--- src/rtl/core_pipe_ctrl.sv ---
// Pipeline sequencing controller for the 5-stage core: owns the FD/DE/EM/MW
// valid bits and turns hazard, redirect and data-bus wait into stage enables.
module core_pipe_ctrl #(
    parameter int unsigned FLUSH_CYCLES = 2,
    parameter int unsigned CNT_W        = 32
) (
    input  logic             clk,
    input  logic             rst_n,
    input  logic             if_valid,
    input  logic             insert_nop,
    input  logic             ex_jump,
    input  logic             em_mem_req,
    input  logic             mem_ack,
    output logic             pc_hold,
    output logic             pc_redirect,
    output logic             fd_en,
    output logic             de_en,
    output logic             em_en,
    output logic             mw_en,
    output logic             fd_valid,
    output logic             de_valid,
    output logic             em_valid,
    output logic             mw_valid,
    output logic [CNT_W-1:0] stall_cnt,
    output logic [CNT_W-1:0] flush_cnt
);

    typedef enum logic {RUN, REFILL} state_t;

    localparam logic [2:0] REFILL_LOAD = 3'(FLUSH_CYCLES - 1);

    state_t     state, state_next;
    logic [2:0] refill_cnt, refill_cnt_next;
    logic       mem_wait, flush, hazard;

    assign mem_wait = em_valid & em_mem_req & ~mem_ack;
    assign flush    = de_valid & ex_jump;
    assign hazard   = insert_nop & fd_valid;

    always_comb begin
        pc_hold         = 1'b0;
        pc_redirect     = 1'b0;
        fd_en           = 1'b1;
        de_en           = 1'b1;
        em_en           = 1'b1;
        mw_en           = 1'b1;
        state_next      = state;
        refill_cnt_next = refill_cnt;
        if (mem_wait) begin
            pc_hold = 1'b1;
            fd_en   = 1'b0;
            de_en   = 1'b0;
            em_en   = 1'b0;
        end else if (flush) begin
            pc_redirect     = 1'b1;
            refill_cnt_next = REFILL_LOAD;
            // The redirect edge itself is the first squashed FD cycle.
            state_next      = (REFILL_LOAD == 3'd0) ? RUN : REFILL;
        end else begin
            if (hazard) begin
                pc_hold = 1'b1;
                fd_en   = 1'b0;
            end
            if (state == REFILL) begin
                refill_cnt_next = (refill_cnt == 3'd0) ? 3'd0 : 3'(refill_cnt - 3'd1);
                if (refill_cnt <= 3'd1) state_next = RUN;
            end
        end
    end

    always_ff @(posedge clk or negedge rst_n) begin
        if (!rst_n) begin
            state      <= RUN;
            refill_cnt <= '0;
        end else begin
            state      <= state_next;
            refill_cnt <= refill_cnt_next;
        end
    end

    always_ff @(posedge clk or negedge rst_n) begin
        if (!rst_n) begin
            fd_valid  <= 1'b0;
            de_valid  <= 1'b0;
            em_valid  <= 1'b0;
            mw_valid  <= 1'b0;
            stall_cnt <= '0;
            flush_cnt <= '0;
        end else if (mem_wait) begin
            mw_valid <= 1'b0;
        end else if (flush) begin
            fd_valid <= 1'b0;
            de_valid <= 1'b0;
            em_valid <= 1'b1;
            mw_valid <= em_valid;
            if (flush_cnt != '1) flush_cnt <= flush_cnt + 1'b1;
        end else if (hazard) begin
            de_valid <= 1'b0;
            em_valid <= de_valid;
            mw_valid <= em_valid;
            if (stall_cnt != '1) stall_cnt <= stall_cnt + 1'b1;
        end else begin
            fd_valid <= (state == REFILL) ? 1'b0 : if_valid;
            de_valid <= fd_valid;
            em_valid <= de_valid;
            mw_valid <= em_valid;
        end
    end

endmodule

--- config.mk ---
export PLATFORM = sky130hd
export DESIGN_NAME = core_pipe_ctrl
export DESIGN_NICKNAME = d
export VERILOG_FILES = /design/src/rtl/core_pipe_ctrl.sv
export SDC_FILE = /design/constraint.sdc
export NUM_CORES = 1
export LEC_CHECK = 0
export CAP_MARGIN = 30
export CORE_ASPECT_RATIO = 0.8
export CORE_MARGIN = 8
export CORE_UTILIZATION = 40
export CTS_BUF_LIST = sky130_fd_sc_hd__clkbuf_4 sky130_fd_sc_hd__clkbuf_8
export DETAILED_ROUTE_END_ITERATION = 10
export DONT_BUFFER_PORTS = 1
export MAX_ROUTING_LAYER = met4
export PLACE_DENSITY = 0.59
export SLEW_MARGIN = 30
export SYNTH_ARGS = -nofsm -noshare
export SYNTH_HDL_FRONTEND = slang
export SYNTH_SLANG_ARGS = --single-unit
--- constraint.sdc ---
create_clock -name clk -period 2.44 [get_ports clk]
set_clock_uncertainty 0.1 [all_clocks]
set_input_delay 0.488 -clock clk [delete_from_list [all_inputs] [get_ports clk]]
set_output_delay 0.488 -clock clk [all_outputs]
set_load 0.005 [all_outputs]
; ---- Word level (Yosys, flattened, before mapping)
; Index checks and enable logic that the tools add are counted.
; Widths: inputs -> output; s select.
[totals]
ff_bits = 72
output_inout_bits = 74
wordCells = 50
[op_classes]
add_sub_neg = 3
n_lt_le_gt_ge = 1
n_eq_ne = 3
n_mux = 22
bitwise = 7
reduce_logical = 6
[ops]
columns = operator, n
row1 = $add 32x1->32 const B, 2
row2 = $ne 32x32->1 const B, 2
row3 = $mux 1, 19
row4 = $mux 3, 3
row5 = $and 1x1->1, 4
row6 = $reduce_and 2->1, 2
row7 = $reduce_and 4->1, 1
row8 = $le 3x1->1 const B, 1
row9 = $logic_not 3->1, 1
row10 = $not 1->1, 3
row11 = $reduce_and 3->1, 1
row12 = $sub 3x1->3 const B, 1
row13 = $ne 2x2->1 const B, 1
row14 = $reduce_bool 2->1, 1

; ---- Logic depth before layout (Yosys ltp)
[depth]
depth_word = 4
ltp_mapped = 8
ltp_nobuf = 7

; ---- Worst setup path after synthesis
; Ideal clock, no wire load.
[synth_timing]
path_kind = input to register
from = input em_mem_req
to = register stall_cnt[10]
setup_ns = 0.125
arrival_ns = 1.840
setup_slack_ns = 0.375
cell_stages = 8
path_buffers = 2
cell_sequence = and3b_1 > clkbuf_1 > inv_1 > buf_2 > nand4_2 > nor2_1 > nand4_1 > xnor2_1
[synth_via]
elab_chain_len = 4
[synth_lines]
columns = item, line_no
row1 = "start, declared", 12  ; input logic em_mem_req,
row2 = $and 1x1->1 (2 in series), 36  ; assign mem_wait = em_valid & em_mem_req & ~mem_ack;
row3 = $not 1->1 (no line), -
row4 = $reduce_and 4->1 (no line), -
row5 = "end signal, assigned", 101  ; if (stall_cnt != '1) stall_cnt <= stall_cnt + 1'b1;
row6 = "end, declared", 24  ; output logic [CNT_W-1:0] stall_cnt,
; No other way between the ends.
; A chain may end at the register's enable or synchronous reset.

; ---- Final worst setup path
[layout_timing]
from = register em_valid
to = output pc_redirect
[layout_via]
elab_chain_len = 3
[layout_lines]
columns = item, line_no
row1 = "start, declared", 22  ; output logic em_valid,
row2 = "start signal, assigned", 99  ; em_valid <= de_valid;
row3 = "start signal, assigned", 105  ; em_valid <= de_valid;
row4 = $and 1x1->1 (2 in series), 36
row5 = $mux 1, 49  ; if (mem_wait) begin
row6 = "end, declared", 15  ; output logic pc_redirect,
; No other way between the ends.

==> qor.yml <==
worst_setup_path:
  worstSetupPathType: "reg -> out"
  cp_max_fo: 7
  cp-start-kind: "flop"
  cp.arrival_ps: 1670
  end_kind: "output port"
  critPathRequiredTime_ps: 1850
synthesis:
  synth_top_area_cell: "dfrtp_1"
  netlist_top_cells_area: "dfrtp_1 (50%), xnor2_1 (7.9%), xor2_1 (6.1%)"
  seq_area_frac_synth_pct: 50.5
  synth_area_sq_um: 3570
  synth-edff-count: 0
  ys_ff_latch: 72
  yosysWarningCount: 0
  synthArstFlopShare_pct: 100
  synth.avg_cell_area_sq_um: 10.5
  synth_top_area_share_pct: 50.5
  synth.distinct_cells: 38
  synthFlopType: "dfrtp_1"
  synth_nets: 350
  synth_cells: 341
power_and_ir_drop:
  comb_power_share_pct: 11.6
  p_switching_uw: 762
  p_clk_share_pct: 34.8
  p_leak_uw: 0.00184
  peakVddDrop_mv: 0.341
  sw_frac_of_total_pct: 28.6
  p_per_area_nw_per_um2: 668
  p_int_uw: 1910
  p_seq_share_pct: 53.6
route:
  drtIter0Drc: 126
  avgRoutedWirePerCell_um: 18.2
  post-route-drc-count: 0
  routed_via_density: 5.45
  wl_mm: 8.63
  vias: 2590
  antenna_left: 0
  drtPass1Iterations: 4
final_layout:
  final_common_cell: "dfrtp_1"
  multiInputGateArea_sq_um: 1670
  antenna_cells: 0
  num-nets-final: 365
  drive_gt1_share_pct: 12.2
  final_cell_mix: "dfrtp_1 (72), xnor2_1 (32), nand2_1 (30), nand3_1 (27), xor2_1 (25)"
  n_fill_cell: 846
  final-seq-area_sq_um: 1800
  final_core_util_pct: 45.0
  synthToLayoutAreaGrowth_pct: 11.8
clock_tree:
  cts_buffers: 9
  cts_tree: "built"
  cts_root_buf: "clkbuf_8"
  clk_pin_slew_ps: 70
  cts_max_level: 3
  clk-insertion-delay-late_ps: 360
  clock_sinks: 72
  clk_path_buf_depth: 2
placed_design:
  gp_congestion: 0.783
  dp_hpwl_mm: 6.25
  port_buffers: 0
die:
  die_w_um: 122
  initial_core_util_pct: 40.2
  rows: 31
  dieArea_sq_um: 12200
  io-pin-count: 81
  core_sq_um: 8880
  fp.dieH_um: 100
global_route:
  grtUsageTotal_pct: 15.3
  grt-ovfl-total: 0
  grt_pass1_wl_mm: 14.1
  grt_pass1_vias: 2647
  grt_max_degree: 73
  grt_antenna_before_repair: 0
timing:
  max_freq_mhz: 442
  rsz0062_at_grt: "no"
  min_period_over_period_pct: 92.7
  setup_viol: 0
  setup_tns_ps: 0
  slew_headroom_pct: 59.9
  hold_viol: 0
  maxSlewViolCount: 0
  tightestPinTransition_ps: 595
  min_period_ps: 2260
min_path:
  min_path_type: "in -> reg"
outcome:
  status: "completed"
run:
  drv_cap: 0
per-layer routing:
| metal | wire (um) | vias to the layer above | track usage [%] | share of wire (%) |
|---|---|---|---|---|
| li1 | - | 1241 | - | - |
| met1 | 3690 | 1271 | 17.8 | 43 |
| met2 | 3900 | 68 | 22.2 | 45 |
| met3 | 925 | 10 | 7.95 | 11 |
| met4 | 118 | 0 | 5.49 | 1.4 |
| met5 | 0 | - | - | 0 |
stage by stage:
step,setup WS (ps),total power (uW),instances,cell area [sq um],hold WS [ps]
2_1_floorplan,375,1620,341,3570,92.4
3_3_place_gp,150,1720,458,3760,95.4
3_5_place_dp,112,1740,458,3760,95.8
4_1_cts,107,2730,475,3990,89.4
5_1_grt,30.5,2820,475,3990,90.9
6_report,178,2670,475,3990,123
cell type report:
type	instances	share of cell area, %
repair buffers	17	3.76
clock inverters	5	1.47
flip-flops and latches	72	45.1
clock buffers	10	3.29
well taps	115	3.60
multi-input cells	247	41.9
inverters	9	0.846
power groups by stage:
stage / clock [uW] / combinational [uW] / sequential (uW)
2_1_floorplan: 0 / 189 / 1430
3_3_place_gp: 0 / 274 / 1450
3_5_place_dp: 0 / 283 / 1460
4_1_cts: 977 / 318 / 1430
5_1_grt: 1020 / 348 / 1450
6_report: 930 / 308 / 1430
kinds of logic after synthesis:
kind of cell	after synthesis	share of synthesized area, %
multiplexers	6	1.82
AND/OR/NAND/NOR	166	27.3
adder cells (fa/ha/maj)	2	0.701
other	1	0.105
AO/OA/AOI/OAI	15	2.91
XOR/XNOR	57	14.0
flip-flops	72	50.5
buffers and inverters	22	2.70
state kept, by name, summed over array words and instances (netlist names):
signal and count:
flush_cnt 32, de_valid 1, mw_valid 1, fd_valid 1, em_valid 1, refill_cnt 3
stall_cnt 32, state 1
worst paths after layout:
| kind | start | end | slack (ps) | depth (start not counted) |
|---|---|---|---|---|
| max in group asynchronous | rst_n | flush_cnt[16]$_DFFE_PN0P_ | 1360 | 2 |
| min in group asynchronous | rst_n | em_valid$_DFFE_PN0N_ | 570 | 2 |
| worst min register to register | state$_DFFE_PN0N_ | state$_DFFE_PN0N_ | 420 | 2 |
| worst max register to register | flush_cnt[2]$_DFFE_PN0P_ | flush_cnt[26]$_DFFE_PN0P_ | 180 | 5 |
| worst min-delay path | insert_nop | de_valid$_DFFE_PN0N_ | 120 | 1 |
| worst max-delay path | em_valid$_DFFE_PN0N_ | pc_redirect | 180 | 4 |
Yosys cell counts (all sizes together) (9+ instances only):
library cell   n
nand2         30
nand3         28
and4          10
nor2          12
xor2          25
nor4          13
xnor2         32
dfrtp         72
and3          15
inv            9
nand4         24
nor3          13
critical path, stage by stage (launching register included):
cell and delay [ps]:
dfrtp_1 400, and3b_1 210, inv_1 110, nand3_1 320, inv_1 280
timing repair:
| action | CTS | global route |
|---|---|---|
| hold buffers | 2 | 0 |
| setup buffers | 0 | 0 |
| endpoints found under the hold margin | 72 | 0 |
| resized for setup | 0 | 1 |
| setup endpoints to repair | 0 | 1 |
Note: power is estimated with default switching activity, not from simulation.
